==> src/rtl/encode_fp_pkg.sv <==
// rtl/encode_fp_pkg.sv - shared fp field widths, scale constant and FSM encodings
package encode_fp_pkg;

    localparam int EXP_W   = 5;
    localparam int MAN_W   = 10;
    localparam int BIAS    = 15;
    localparam int DIVISOR = 100;
    localparam int FP_W    = 1 + EXP_W + MAN_W;

    typedef enum logic [5:0] {
        S_INIT  = 6'b000001,
        S_LOAD  = 6'b000010,
        S_NORM  = 6'b000100,
        S_DIV   = 6'b001000,
        S_ROUND = 6'b010000,
        S_DONE  = 6'b100000
    } state_t;

    function automatic logic [3:0] clamp_bcd(input logic [3:0] d);
        return (d > 4'd9) ? 4'd9 : d;
    endfunction

endpackage

==> src/rtl/encode_fp_if.sv <==
// rtl/encode_fp_if.sv - request/response handshake between a producer and encode_fp
interface encode_fp_if;
    import encode_fp_pkg::*;

    logic            start;
    logic            ack;
    logic [3:0]      digit_1;
    logic [3:0]      digit_2;
    logic [FP_W-1:0] fp_out;
    logic            done;
    logic            busy;

    modport master (
        output start, ack, digit_1, digit_2,
        input  fp_out, done, busy
    );

    modport slave (
        input  start, ack, digit_1, digit_2,
        output fp_out, done, busy
    );
endinterface

==> src/rtl/encode_fp_bcd2_to_bin.sv <==
// rtl/encode_fp_bcd2_to_bin.sv - clamp two BCD digits and form 10*D1 + D2
module bcd2_to_bin
    import encode_fp_pkg::*;
(
    input  logic [3:0] digit_1,
    input  logic [3:0] digit_2,
    output logic [6:0] bin
);
    logic [6:0] tens;
    logic [6:0] units;

    always_comb begin
        tens  = {3'b000, clamp_bcd(digit_1)};
        units = {3'b000, clamp_bcd(digit_2)};
        // 10*x as 8*x + 2*x; max 99 fits in 7 bits
        bin   = (tens << 3) + (tens << 1) + units;
    end
endmodule

==> src/rtl/encode_fp.sv <==
// rtl/encode_fp.sv - BCD fraction 0.D1D2 to binary16 (RNE), one shift or quotient bit per clock
module encode_fp
    import encode_fp_pkg::*;
(
    input  logic         clk,
    input  logic         rst_n,
    encode_fp_if.slave   bus
);
    state_t          state;
    logic [3:0]      d1_q;
    logic [3:0]      d2_q;
    logic [7:0]      rem;
    logic [2:0]      k;
    logic [MAN_W:0]  quo;
    logic [3:0]      bit_cnt;
    logic            is_zero;
    logic [FP_W-1:0] fp_out_q;
    logic            done_q;
    logic            busy_q;

    logic [6:0]       n_bin;
    logic [7:0]       rem_sh;
    logic             div_ge;
    logic             round_up;
    logic [MAN_W:0]   man_sum;
    logic [EXP_W-1:0] exp_out;

    bcd2_to_bin u_bcd2_to_bin (
        .digit_1 (d1_q),
        .digit_2 (d2_q),
        .bin     (n_bin)
    );

    // rem stays below DIVISOR in NORM/DIV, so the doubled value fits in 8 bits
    always_comb begin
        rem_sh   = {rem[6:0], 1'b0};
        div_ge   = (rem_sh >= 8'(DIVISOR));
        round_up = quo[0] & ((rem != 8'd0) | quo[1]);
        man_sum  = {1'b0, quo[MAN_W:1]} + {{MAN_W{1'b0}}, round_up};
        exp_out  = 5'(BIAS) - {2'b00, k} + {{(EXP_W-1){1'b0}}, man_sum[MAN_W]};
    end

    always_ff @(posedge clk or negedge rst_n) begin
        if (!rst_n) begin
            state    <= S_INIT;
            d1_q     <= '0;
            d2_q     <= '0;
            rem      <= '0;
            k        <= '0;
            quo      <= '0;
            bit_cnt  <= '0;
            is_zero  <= 1'b0;
            fp_out_q <= '0;
            done_q   <= 1'b0;
            busy_q   <= 1'b0;
        end else begin
            case (state)
                S_INIT: begin
                    if (bus.start) begin
                        d1_q   <= bus.digit_1;
                        d2_q   <= bus.digit_2;
                        busy_q <= 1'b1;
                        state  <= S_LOAD;
                    end
                end
                S_LOAD: begin
                    rem     <= {1'b0, n_bin};
                    k       <= '0;
                    quo     <= '0;
                    bit_cnt <= '0;
                    is_zero <= (n_bin == 7'd0);
                    state   <= (n_bin == 7'd0) ? S_ROUND : S_NORM;
                end
                S_NORM: begin
                    if (rem < 8'(DIVISOR)) begin
                        rem <= rem_sh;
                        k   <= k + 3'd1;
                    end else begin
                        // the leading 1 becomes the implicit bit
                        rem   <= rem - 8'(DIVISOR);
                        state <= S_DIV;
                    end
                end
                S_DIV: begin
                    rem     <= div_ge ? (rem_sh - 8'(DIVISOR)) : rem_sh;
                    quo     <= {quo[MAN_W-1:0], div_ge};
                    bit_cnt <= bit_cnt + 4'd1;
                    if (bit_cnt == 4'(MAN_W))
                        state <= S_ROUND;
                end
                S_ROUND: begin
                    fp_out_q <= is_zero ? '0 : {1'b0, exp_out, man_sum[MAN_W-1:0]};
                    busy_q   <= 1'b0;
                    done_q   <= 1'b1;
                    state    <= S_DONE;
                end
                S_DONE: begin
                    if (bus.ack) begin
                        done_q <= 1'b0;
                        state  <= S_INIT;
                    end
                end
                default: state <= S_INIT;
            endcase
        end
    end

    assign bus.fp_out = fp_out_q;
    assign bus.done   = done_q;
    assign bus.busy   = busy_q;
endmodule

==> src/flat_wrapper.sv <==
// flat-port wrapper written by rule: the top's interface ports become plain ports
module encode_fp_flat import encode_fp_pkg::*;
  (clk, rst_n, bus_start, bus_ack, bus_digit_1, bus_digit_2, bus_fp_out, bus_done, bus_busy);
  encode_fp_if bus_i ();
  input  logic clk;
  input  logic rst_n;
  input wire logic [$bits(bus_i.start)-1:0] bus_start;
  input wire logic [$bits(bus_i.ack)-1:0] bus_ack;
  input wire logic [$bits(bus_i.digit_1)-1:0] bus_digit_1;
  input wire logic [$bits(bus_i.digit_2)-1:0] bus_digit_2;
  output wire logic [$bits(bus_i.fp_out)-1:0] bus_fp_out;
  output wire logic [$bits(bus_i.done)-1:0] bus_done;
  output wire logic [$bits(bus_i.busy)-1:0] bus_busy;
  assign bus_i.start = bus_start;
  assign bus_i.ack = bus_ack;
  assign bus_i.digit_1 = bus_digit_1;
  assign bus_i.digit_2 = bus_digit_2;
  assign bus_fp_out = bus_i.fp_out;
  assign bus_done = bus_i.done;
  assign bus_busy = bus_i.busy;
  encode_fp u_core (.clk(clk), .rst_n(rst_n), .bus(bus_i));
endmodule
==> config.mk <==
export PLATFORM = sky130hd
export DESIGN_NAME = encode_fp_flat
export DESIGN_NICKNAME = d
export VERILOG_FILES = /design/src/rtl/encode_fp_pkg.sv /design/src/rtl/encode_fp_if.sv /design/src/rtl/encode_fp_bcd2_to_bin.sv /design/src/rtl/encode_fp.sv /design/src/flat_wrapper.sv
export SDC_FILE = /design/constraint.sdc
export NUM_CORES = 1
export LEC_CHECK = 0
export BUFFER_PORTS_ARGS = -buffer_cell sky130_fd_sc_hd__buf_2
export CORE_AREA = 2 2 81 83
export DETAILED_ROUTE_END_ITERATION = 6
export DIE_AREA = 0 0 83 85
export HOLD_SLACK_MARGIN = 0.12
export PLACE_DENSITY = 0.72
export SLEW_MARGIN = 20
export SYNTH_ARGS = -nofsm -noshare
export SYNTH_HDL_FRONTEND = slang
export SYNTH_HIERARCHICAL = 1
export SYNTH_SLANG_ARGS = --single-unit
==> constraint.sdc <==
create_clock -name clk -period 2.7 [get_ports clk]
set_input_delay 0.27 -clock clk [delete_from_list [all_inputs] [get_ports clk]]
set_output_delay 0.27 -clock clk [all_outputs]
set_load 0.02 [all_outputs]
After elaboration in Yosys (flattened, before gate mapping)
Index checks and enable logic that the tools add are counted.
{"block": "totals", "reg_bits": 59, "input_bits": 12, "out_inout_bits": 18}
{"block": "classes", "n_addsub": 9, "order_cmp": 4, "n_eq_ne": 12, "mux": 20, "bitwise": 2, "n_reduce_logical": 12}
{"operator": "6-bit one-hot mux with 6 select lines", "n": 1}
{"operator": "6-bit 2-to-1 mux", "n": 4}
{"operator": "8-bit one-hot mux with 3 select lines", "n": 1}
{"operator": "11-bit one-hot mux with 2 select lines", "n": 1}
{"operator": "8-bit 2-to-1 mux", "n": 2}
{"operator": "8-bit by 7-bit subtractor with 8-bit output (second input constant)", "n": 2}
{"operator": "15-bit 2-to-1 mux", "n": 1}
{"operator": "10-bit by 1-bit adder with 11-bit output", "n": 1}
{"operator": "8-bit by 7-bit greater-or-equal comparator with 1-bit output (second input constant)", "n": 1}
{"operator": "4-bit greater-than comparator (second input constant)", "n": 2}
{"operator": "8-bit by 7-bit < comparator with 1-bit output (second input constant)", "n": 1}
{"operator": "4-bit 2-to-1 mux", "n": 2}
{"operator": "4-bit one-hot mux with 2 select lines", "n": 1}
{"operator": "2-bit AND reduction", "n": 4}
{"operator": "2-bit nonzero test", "n": 4}
{"operator": "8-bit nonzero test", "n": 1}
{"operator": "7-bit by 4-bit adder with 7-bit output", "n": 1}
{"operator": "7-bit by 5-bit adder with 7-bit output", "n": 1}
{"operator": "7-bit logical NOT", "n": 1}
{"operator": "6-bit by 1-bit equality test with 1-bit output (second input constant)", "n": 1}
{"operator": "6-bit by 2-bit equality test with 1-bit output (second input constant)", "n": 1}
{"operator": "6-bit by 3-bit equality test with 1-bit output (second input constant)", "n": 1}
{"operator": "6-bit by 4-bit equality test with 1-bit output (second input constant)", "n": 1}
{"operator": "6-bit by 5-bit equality test with 1-bit output (second input constant)", "n": 1}
{"operator": "other kinds (17)", "n": 22}

Logic depth before layout (Yosys ltp)
Gate-level depths: netlist of run 1.
{"block": "logic_depth", "word_depth": 7, "depth_mapped": 12}

Hierarchy
Netlist of run 1, hierarchy kept.
{"module": "encode_fp", "instances": 1, "cells_per_inst": 307, "area_each_um2": 3036.7, "seq_area_each_um2": 1452.6}
{"module": "bcd2_to_bin", "instances": 1, "cells_per_inst": 27, "area_each_um2": 244.0, "seq_area_each_um2": 0.0}

Least setup slack after synthesis of run 1
Ideal clock, no wire load.
{"block": "synth_path", "kind": "reg2reg", "start": "register u_core.d1_q[2]", "end": "register u_core.state[4]", "setup_ps": 77, "arrival_time_ps": 2820, "t_required_ps": 2623, "path_slack_ps": -198, "stages_incl_launch_ff": 12, "n_path_buf": 0, "period_less_slack_ps": 2898, "path_cell_list": "dfrtp_1 o21ai_0 nand2b_1 fa_1 fa_1 a21o_1 a21oi_2 xnor2_1 or4_1 nor4_1 nand2_1 a21oi_1"}
{"block": "synth_between", "elab_chain_cells": 7}
{"element": "from (decl)", "line": "encode_fp.sv:10", "rtl": "logic [3:0] d1_q;"}
{"element": "from (signal assigned)", "line": "encode_fp.sv:60", "rtl": "d1_q <= bus.digit_1;"}
{"element": "4-bit greater-than comparator", "line": "encode_fp_pkg.sv:20", "rtl": "return (d > 4'd9) ? 4'd9 : d;"}
{"element": "4-bit 2-to-1 mux *", "line": "encode_fp_pkg.sv:20"}
{"element": "7-bit by 5-bit adder with 7-bit output *", "line": "encode_fp_bcd2_to_bin.sv:16", "rtl": "bin = (tens << 3) + (tens << 1) + units;"}
{"element": "7-bit by 4-bit adder with 7-bit output *", "line": "encode_fp_bcd2_to_bin.sv:16"}
{"element": "via u_core.n_bin[6]", "line": "encode_fp.sv:21", "rtl": "logic [6:0] n_bin;"}
{"element": "7-bit logical NOT *", "line": "encode_fp.sv:72", "rtl": "state <= (n_bin == 7'd0) ? S_ROUND : S_NORM;"}
{"element": "5-bit 2-to-1 mux *", "line": "encode_fp.sv:72"}
{"element": "6-bit one-hot mux with 6 select lines *", "line": "encode_fp.sv:57", "rtl": "case (state)"}
{"element": "to (signal assigned)", "line": "encode_fp.sv:72"}
{"element": "to (decl)", "line": "encode_fp.sv:9", "rtl": "state_t state;"}
Mark *: on every way through the listed nets, which the timed path passes. The rest lies on a longest branch.
A chain may end at the register's enable or synchronous reset.

Final worst setup path of run 1
Same ends and word-level chain as after synthesis.

==> results.md, run 1 <==
- Status: finished, violations left
- Failing checks: negative setup slack
- Share of cells above drive strength 1: 21.07%
- Yosys top cell area share: ~43%
- Final Util: 60.50%
- Area leader, netlist: dfrtp_1
- Pwr dens: 1024 nW/um^2
- Placeable Area: roughly 6200 um^2
- Htree depth: 3
- RSZ-0062 raised after global routing: true
- Setup violations, final: 4
- Die area: 7055 um^2
- Worst Path Arrival: 3110 ps
- CP max FO: 3
- CTS root buf: clkbuf_8
- Vias: 2643
- TritonCTS clock tree: built
- LEAKAGE: 1.732 nW
- Clock-pin slew on the worst setup and hold paths: 70 ps
- Residual DRC: 0
- Period utilisation layout: 105.3%
- Tightest Pin Transition: 729.6 ps
- First-pass GRT wire length: about 12 mm
- Clock tree buffer depth: 2
- Setup crit start kind: flip-flop
- Final Worst Setup Slack: -144.4 ps
- Top post-synthesis cells by area: dfrtp_1 (43%), ha_1 (6.5%), o21ai_0 (4.7%), nand2_1 (4.5%), a22o_1 (3.2%)
- Worst Skew: about 7.0 ps
- I/O Buffers: 28
- Post-synth EDFFs: 0
- Critical Path RT: 2960 ps
- Slew Viols, Final: 0
- Max Cap Viol: 0
- GRT Residual Overflow: 0
- Final-report hold violation count: 0
- GPL Wtd Cong: 0.9082
- Fillers: 532
- Post-CTS sizing: 0
- Sequential element share of the synthesized area: 44.28%
- Final Power: between 0.003 and 0.004 W
- Total GRT Usage: 21.09%
- Netlist cell types: 56
- Nets: 401
- Setup WS pre-CTS: -192.9 ps
- Synth Area per Inst: slightly below 10 um^2
- CTS buffer count: 9
- Area Overhead vs Synth: 14.42%
- Worst Setup End Kind: flip-flop
- Sink Count: 58
- IO Pins: 30
- Synthesis warning total: 6
- Die Wd: 83 um
- Die H: 85 um
- Skew-Pair Late Insertion Delay: 340 ps
- Max Freq: around 350 MHz
- Peak VDD IR: around 0.00074 V
- Initial core utilization: 52.87%
- Post-synthesis register bit count: 58
- Placed cells: 433
- DR pass1 iterations: 5
- Main synth FF type: dfrtp_1
- Cell count after synthesis: between 300 and 400
- Initial antenna violation count: 0
- Wirelength, routed: 6.883 mm
- Vias in the first global route: 2632
- Syn Nets: 365
- Rel. slew slack: 51.36%
- Vias per cell: 5.847
- Top-count cell post-synth: dfrtp_1
- HPWL Detailed: 4.866 mm
- Row count: 29
- Most frequent cells after synthesis: dfrtp_1 (57), nand2_1 (39), o21ai_0 (31)
- Largest net degree at the start of global routing: 37
- DRT antenna net count: 0
- Ys async rst share: 100.0%
- Hold WC Path Type: input port to flip-flop
- Routed len/inst: 15.23 um
- Initial DRC Count: 184
- Antenna diodes: 0
- Final non-filler cell total: 452
- WS Path Type: flip-flop to flip-flop
- Minimum clock period: 2844 ps
- Syn Std Cell Area: 3281 um^2
kinds of logic after synthesis:
group	after synthesis	share of synthesized area [%]
multiplexers	10	3.394
adder cells (fa/ha/maj)	19	7.704
XOR/XNOR	13	3.471
flip-flops	58	44.28
AND/OR/NAND/NOR	113	18.69
other	1	0.1143
buffers and inverters	30	4.271
AO/OA/AOI/OAI	90	18.08
report_power, final:
part / switching (W) / internal, W / leakage (nW)
Clock: 0.000363 / 0.000448 / 0.103
Combinational: 0.000901 / 0.000813 / 0.865
Sequential: 0.000262 / 0.00106 / 0.764
timing repair:
item	in CTS	in global routing
pin swaps	2	1
endpoints found under the setup margin	3	4
gates cloned	0	0
setup buffers	1	0
hold buffers	2	0
endpoints found under the hold margin	22	0
layout by cell type (no fill, tap or decap), types with 3 or more instances in the layout:
master / n
a22o_1: 12
dfrtp_1: 57
xor2_1: 7
o2111ai_1: 3
o21ai_1: 3
nand3b_1: 4
o211ai_1: 4
nor3_1: 3
nor2b_1: 6
clkbuf_8: 10
a31oi_1: 4
clkinv_2: 3
nand3_1: 12
buf_4: 14
o31ai_1: 4
xnor2_1: 6
nand2_1: 39
buf_2: 28
ha_1: 17
nor4_1: 4
inv_1: 11
nand4_1: 5
nor2_1: 10
a21oi_1: 11
mux2_2: 9
nand2b_1: 13
o21ai_0: 30
a21o_1: 3
worst paths after layout:
check / startpoint / endpoint / slack (ps) / cells after the start
max reg2reg: u_core/d1_q[2] / u_core/state[4] / -140 / 11
min reg2reg: u_core/bus.fp_out[7] / u_core/bus.fp_out[7] / 480 / 2
min: bus_digit_2[1] / u_core/d2_q[1] / 160 / 2
min in group asynchronous: rst_n / u_core/bus.done / 440 / 2
max: u_core/d1_q[2] / u_core/state[4] / -140 / 11
max in group asynchronous: rst_n / u_core/bit_cnt[2] / 1410 / 3
flip-flops by register name, summed over array words and instances (netlist names), 3 cells and up:
signal / cells
u_core/bit_cnt: 4
u_core/state: 6
u_core/d2_q: 4
u_core/d1_q: 4
u_core/bus.fp_out: 15
u_core/k: 3
u_core/rem: 8
u_core/quo: 11
area by class of cell:
| type | count | area, um^2 | area share [%] |
|---|---|---|---|
| tap | 77 | 96.34 | 2.567 |
| inverter | 11 | 41.29 | 1.100 |
| timing repair buffer | 44 | 265.3 | 7.067 |
| multi-input combinational | 246 | 1703 | 45.37 |
| clock buffer | 11 | 141.4 | 3.767 |
| clock inverter | 5 | 53.80 | 1.433 |
| sequential | 58 | 1453 | 38.70 |
critical path, stage by stage, from the launching register on:
cell and delay, ps:
dfrtp_1 390, o21ai_1 160, nand2b_1 110, fa_1 500, ha_1 310, a21o_1 170
a21oi_2 120, xnor2_1 100, or4_1 480, nor4_2 180, nand2_1 100, a21oi_1 130
per-layer routing:
metal | up-vias | wire length, um | part of all wire, % | GRT usage [%]
met5 | - | 0 | 0 | 0
li1 | 1294 | - | - | -
met3 | 12 | 395 | 5.7 | 5.058
met1 | 1239 | 3088 | 45 | 27.89
met4 | 0 | 89 | 1.3 | 7.154
met2 | 98 | 3310 | 48 | 34.31
stage by stage:
stage | hold WS [ps] | cell area [um^2] | TNS [ps]
after detailed placement | 269.7 | 3531 | -427.1
after global routing | 154.3 | 3754 | -853.4
after CTS | 147.0 | 3754 | -255.6
after global placement | 260.3 | 3531 | -88.04
after floorplan | -25.59 | 3296 | -28.46
final | 158.1 | 3754 | -297.1
No activity file was read; power rests on OpenSTA's default activity.
==> run 2, diff against run 1 <==
==> constraint.sdc (replaced) <==
create_clock -name clk -period 2.6 [get_ports clk]
set_input_delay 0.26 -clock clk [delete_from_list [all_inputs] [get_ports clk]]
set_output_delay 0.26 -clock clk [all_outputs]
set_load 0.02 [all_outputs]
==> results.md, run 2 (synthesized netlist as in run 1, its figures left out) <==
- DR pass1 iterations: 5
- Post-CTS sizing: 0
- Storage element area: 1453 um^2
- Most common library cell in the layout ignoring fill and taps: dfrtp_1
- Peak VDD IR: 0.0008358 V
- Antenna diodes: 0
- Rel. slew slack: ~51%
- Critical Path RT: 2790 ps
- Pwr dens: 1094 nW/um^2
- Share of cells above drive strength 1: between 20% and 30%
- Nets: about 410
- Setup crit start kind: flip-flop
- Initial antenna violation count: 0
- GPL Wtd Cong: 0.9138
- Worst hold slack: 150.7 ps
- Worst Skew: 6.993 ps
- Tightest Pin Transition: 734.5 ps
- Clock-pin slew on the worst setup and hold paths: ~70 ps
- Final-report hold violation count: 0
- Vias: about 2700
- RSZ-0062 raised after global routing: true
- Setup violations, final: 4
- Placeable Area: 6205 um^2
- WS Path Type: flip-flop to flip-flop
- HPWL Detailed: around 4.9 mm
- Residual DRC: 0
- Slew Viols, Final: 0
- Htree depth: 3
- Row count: 29
- GRT Residual Overflow: 0
- Worst Path Arrival: ~3000 ps
- CTS buffer count: 9
- Die H: 85 um
- Skew-Pair Late Insertion Delay: 340 ps
- Max FFs per register: 15
- Fillers: approximately 530
- IO Pins: 30
- Minimum clock period: 2810 ps
- Wirelength, routed: 6.924 mm
- Area Overhead vs Synth: 16.06%
- Max Freq: around 360 MHz
- I/O Buffers: 28
- Total GRT Usage: 21.46%
- Worst Setup End Kind: flip-flop
- Final Worst Setup Slack: -209.7 ps
- Max Cap Viol: 0
- CP max FO: 3
- DRT antenna net count: 0
- Hold WC Path Type: input port to flip-flop
- Clock tree buffer depth: 2
- Final Power: 0.004166 W
- Footprint of the multi-input gates: between 1500 and 2000 um^2
- Vias in the first global route: 2571
- Status: finished, violations left
- Routed len/inst: about 15 um
- CTS root buf: clkbuf_8
- Commonest cells after routing, fill and taps aside: dfrtp_1 (57), nand2_1 (39), o21ai_0 (30)
- Largest net degree at the start of global routing: 38
- Final Util: 61.36%
- Die Wd: 83 um
- First-pass GRT wire length: 12.29 mm
- Vias per cell: 5.818
- Initial DRC Count: 206
- Period utilisation layout: 108.1%
- TritonCTS clock tree: built
- Die area: 7055 um^2
- Sink Count: 58
- Initial core utilization: between 50% and 60%
- LEAKAGE: 1.759 nW
- Failing checks: negative setup slack
## run 2: critical path: stages (launching register included)
cell,delay [ps]
dfrtp_1,400
o21ai_1,160
nand2b_1,110
fa_1,490
ha_1,300
a21o_1,170
a21oi_2,120
xnor2_1,90
buf_4,130
buf_4,110
buf_4,130
a222oi_1,300
o21ai_0,150
## run 2: area by class of cell
| class | instances | area share [%] |
|---|---|---|
| Clock buffer | 11 | 3.713 |
| Inverter | 11 | 1.084 |
| Multi-Input combinational cell | 246 | 44.73 |
| Timing Repair Buffer | 48 | 7.756 |
| Clock inverter | 5 | 2.037 |
| Sequential cell | 58 | 38.15 |
| Tap cell | 77 | 2.530 |
## run 2: timing repair
action | in CTS | in global routing
setup endpoints to repair | 3 | 4
hold buffers | 2 | 0
pin swaps | 1 | 1
buffers inserted | 1 | 2
endpoints found under the hold margin | 58 | 0
## run 2: report_power, final
group	internal, W	total (W)	switching (W)
clock	0.000563	0.000943	0.000381
sequential	0.00110	0.00137	0.000269
combinational	0.000921	0.00185	0.000934
## run 2: final timing paths
check	start	slack, ps	depth (start not counted)	to
max	u_core/d1_q[2]	-210	12	u_core/rem[5]
min	bus_digit_2[0]	150	2	u_core/d2_q[0]
max reg2reg	u_core/d1_q[2]	-210	12	u_core/rem[5]
min reg2reg	u_core/bus.fp_out[5]	470	2	u_core/bus.fp_out[5]
max in group asynchronous	rst_n	1740	3	u_core/state[0]
min in group asynchronous	rst_n	420	3	u_core/bus.fp_out[14]
## run 2: layer usage
| metal | GRT usage, % | up-vias | wire length (um) |
|---|---|---|---|
| met3 | 5.545 | 12 | 464 |
| met2 | 34.02 | 103 | 3260 |
| li1 | - | 1300 | - |
| met4 | 7.899 | 0 | 117 |
| met1 | 28.62 | 1238 | 3082 |
| met5 | 0 | - | 0 |
## run 2: metrics by stage
step	cell area [um^2]	instances	setup TNS [ps]	setup slack [ps]
5_1_grt	3807	456	-1264	-384.3
4_1_cts	3792	454	-554.2	-201.3
3_3_place_gp	3546	435	-361.7	-165.0
3_5_place_dp	3546	435	-665.1	-272.2
2_1_floorplan	3296	334	-259.0	-128.1
6_report	3807	456	-669.2	-209.7
==> run 3, diff against run 2 <==
--- a/config.mk
+++ b/config.mk
@@ -5,10 +5,11 @@
 export SDC_FILE = /design/constraint.sdc
 export NUM_CORES = 1
 export LEC_CHECK = 0
+export ABC_AREA = 1
 export BUFFER_PORTS_ARGS = -buffer_cell sky130_fd_sc_hd__buf_2
-export CORE_AREA = 2 2 81 83
+export CORE_AREA = 2 2 82 84
 export DETAILED_ROUTE_END_ITERATION = 6
-export DIE_AREA = 0 0 83 85
+export DIE_AREA = 0 0 84 86
 export HOLD_SLACK_MARGIN = 0.12
 export PLACE_DENSITY = 0.72
 export SLEW_MARGIN = 20
==> results.md, run 3 <==
- Status: finished, final reports clean
- Main synth FF type: dfrtp_1
- Hold WC Path Type: input port to flip-flop
- Setup crit start kind: flip-flop
- Worst Path Arrival: 2670 ps
- Clock-pin slew on the worst setup and hold paths: 60 ps
- CP max stage delay: around 460 ps
- Netlist cell types: 38
- Yosys top cell area share: 42.46%
- Sequential element share of the synthesized area: 43.24%
- First-pass GRT wire length: 13.08 mm
- Top post-synthesis cells by area: dfrtp_1 (42%), nand2_1 (12%), ha_1 (6.3%), inv_1 (5.4%), nand3_1 (5.1%)
- I/O Buffers: 28
- Nets: 485
- Sink Count: 58
- Pwr dens: 1032 nW/um^2
- Ordered list of cells on the worst path: o21ai_2, nand2_1, fa_2, fa_2, nand2_1, nand3_1, nand3_1, nand2_1, inv_1, nand3_1, o21ai_1, o21a_1
- Minimum clock period: 2395 ps
- DR pass1 iterations: 5
- Area Overhead vs Synth: 14.19%
- Die area: 7224 um^2
- LEAKAGE: 1.981 nW
- Syn Nets: around 450
- WS Path Type: flip-flop to flip-flop
- Setup violations, final: 0
- Initial antenna violation count: 0
- Wirelength, routed: 7.589 mm
- Final-report hold violation count: 0
- Routed len/inst: 14.16 um
- Rel. slew slack: 49.84%
- Die H: 86 um
- Vias in the first global route: 2774
- Initial DRC Count: between 150 and 200
- Htree depth: 3
- Most frequent cells after synthesis: nand2_1 (111), dfrtp_1 (57), inv_1 (48)
- Setup WS pre-CTS: 6.019 ps
- Slew Viols, Final: 0
- Final Worst Setup Slack: 204.8 ps
- Fillers: around 560
- CP max FO: 3
- Peak VDD IR: 0.0006148 V
- Die Wd: 84 um
- Postcts setup bufs: 0
- Placeable Area: 6277 um^2
- Post-synth EDFFs: 0
- Max Freq: roughly 420 MHz
- TritonCTS clock tree: built
- Top-count cell post-synth: nand2_1
- Synth Area per Inst: 8.037 um^2
- Setup TNS: 0 ps
- GPL Wtd Cong: 0.8911
- RSZ-0062 raised after global routing: false
- Initial core utilization: 53.52%
- GRT Residual Overflow: 0
- Worst Setup End Kind: flip-flop
- Skew-Pair Late Insertion Delay: roughly 340 ps
- Commonest cells after routing, fill and taps aside: nand2_1 (111), dfrtp_1 (56), inv_1 (48)
- DRT antenna net count: 0
- Most common library cell in the layout ignoring fill and taps: nand2_1
- Syn Std Cell Area: 3359 um^2
- Vias: 2907
- Vias per cell: approximately 5.4
- Placed cells: roughly 520
- Clock tree buffer depth: 2
- IO Pins: 30
- Ys async rst share: 100.0%
- Final instance area: roughly 3800 um^2
- Area leader, netlist: dfrtp_1
- HPWL Detailed: around 5.4 mm
- Total GRT Usage: 22.75%
- Cell count after synthesis: roughly 420
- Worst Skew: 7.618 ps
- Period utilisation layout: 92.12%
- Antenna diodes: 0
- Placement Cell Area: 3558 um^2
- Row count: 29
- Post-synthesis register bit count: 58
- CTS buffer count: 9
- Largest net degree at the start of global routing: 34
- Critical Path RT: 2870 ps
- Max Cap Viol: 0
- Residual DRC: 0
- Share of cells above drive strength 1: 15.69%
- Final non-filler cell total: 536
- Tightest Pin Transition: 752.4 ps
- Synthesis warning total: 6
- Critical Path Slowest Stage Cell: fa_2
- CTS root buf: clkbuf_8
- Max FFs per register: 15
==> run 3: changes by cell type in the layout (fill, tap and decap cells not counted), sizes merged, moves of 13 or more <==
cell    before  now
nand2       39  116
inv         11   52
nand3       12   35
nor2        12   34
buf         46   32
nand2b      13    0
==> run 3: metrics by stage <==
| step | power [W] | hold WS [ps] | util [%] |
|---|---|---|---|
| 2_1_floorplan | 0.002626 | -35.59 | - |
| 3_3_place_gp | 0.002945 | 366.6 | 56.69 |
| 3_5_place_dp | 0.003011 | 370.4 | 56.69 |
| 4_1_cts | 0.003928 | 123.0 | 60.83 |
| 5_1_grt | 0.004275 | 136.1 | 61.11 |
| 6_report | 0.003958 | 131.5 | 61.11 |
==> run 3: logic make-up after synthesis <==
group | count (synthesis) | share of synthesized area, %
compound gates | 63 | 11.10
fa+ha+maj | 19 | 7.523
buf+inv | 65 | 7.933
flops | 58 | 43.24
xor+xnor | 11 | 2.868
simple gates | 201 | 27.23
other cells | 1 | 0.1116
==> run 3: layout make-up <==
type	instances	area [um^2]	area share, %
Multi-Input combinational cell	295	1657	43.18
Sequential cell	58	1454	37.90
Timing Repair Buffer	37	220.2	5.740
Inverter	53	198.9	5.186
Clock buffer	11	131.4	3.425
Tap cell	77	96.34	2.511
Clock inverter	5	78.83	2.055
==> run 3: report_power, final <==
| part | total [W] | internal [W] | switching [W] | leakage (nW) |
|---|---|---|---|---|
| clock | 0.000889 | 0.000538 | 0.000351 | 0.107 |
| combinational | 0.00175 | 0.000647 | 0.00110 | 1.11 |
| sequential | 0.00132 | 0.00111 | 0.000214 | 0.768 |
==> run 3: path summary, 6_finish.rpt <==
check,from,endpoint,slack [ps],depth (start not counted)
max in group asynchronous,rst_n,u_core/quo[5],1380,3
hold / removal,bus_digit_2[0],u_core/d2_q[0],130,3
setup reg to reg,u_core/d1_q[2],u_core/is_zero,200,12
min in group asynchronous,rst_n,u_core/d1_q[0],530,2
hold reg to reg,u_core/bus.fp_out[7],u_core/bus.fp_out[7],480,2
setup / recovery,u_core/d1_q[2],u_core/is_zero,200,12
==> run 3: metal layers <==
| metal | track usage, % | routed length (um) | up-vias |
|---|---|---|---|
| met5 | 0 | 0 | - |
| met4 | 8.798 | 127 | 0 |
| met3 | 4.427 | 274 | 15 |
| met2 | 35.85 | 3589 | 76 |
| met1 | 31.34 | 3598 | 1374 |
| li1 | - | - | 1442 |
==> run 3: critical path, delay by kind of cell (launching register included) <==
family | cells | cell delay, ps
AOI/OAI and AO/OA | 3 | 510
adders and majority gates | 2 | 890
buffers and inverters | 1 | 70
DFF | 1 | 410
and+or+nand+nor | 6 | 460
==> run 3: what timing repair did <==
item,in CTS,in global routing
gates cloned,0,0
hold buffers,5,0
gates resized for setup,1,6
pin swaps,0,1
setup endpoints to repair,1,5
hold endpoints to repair,34,0
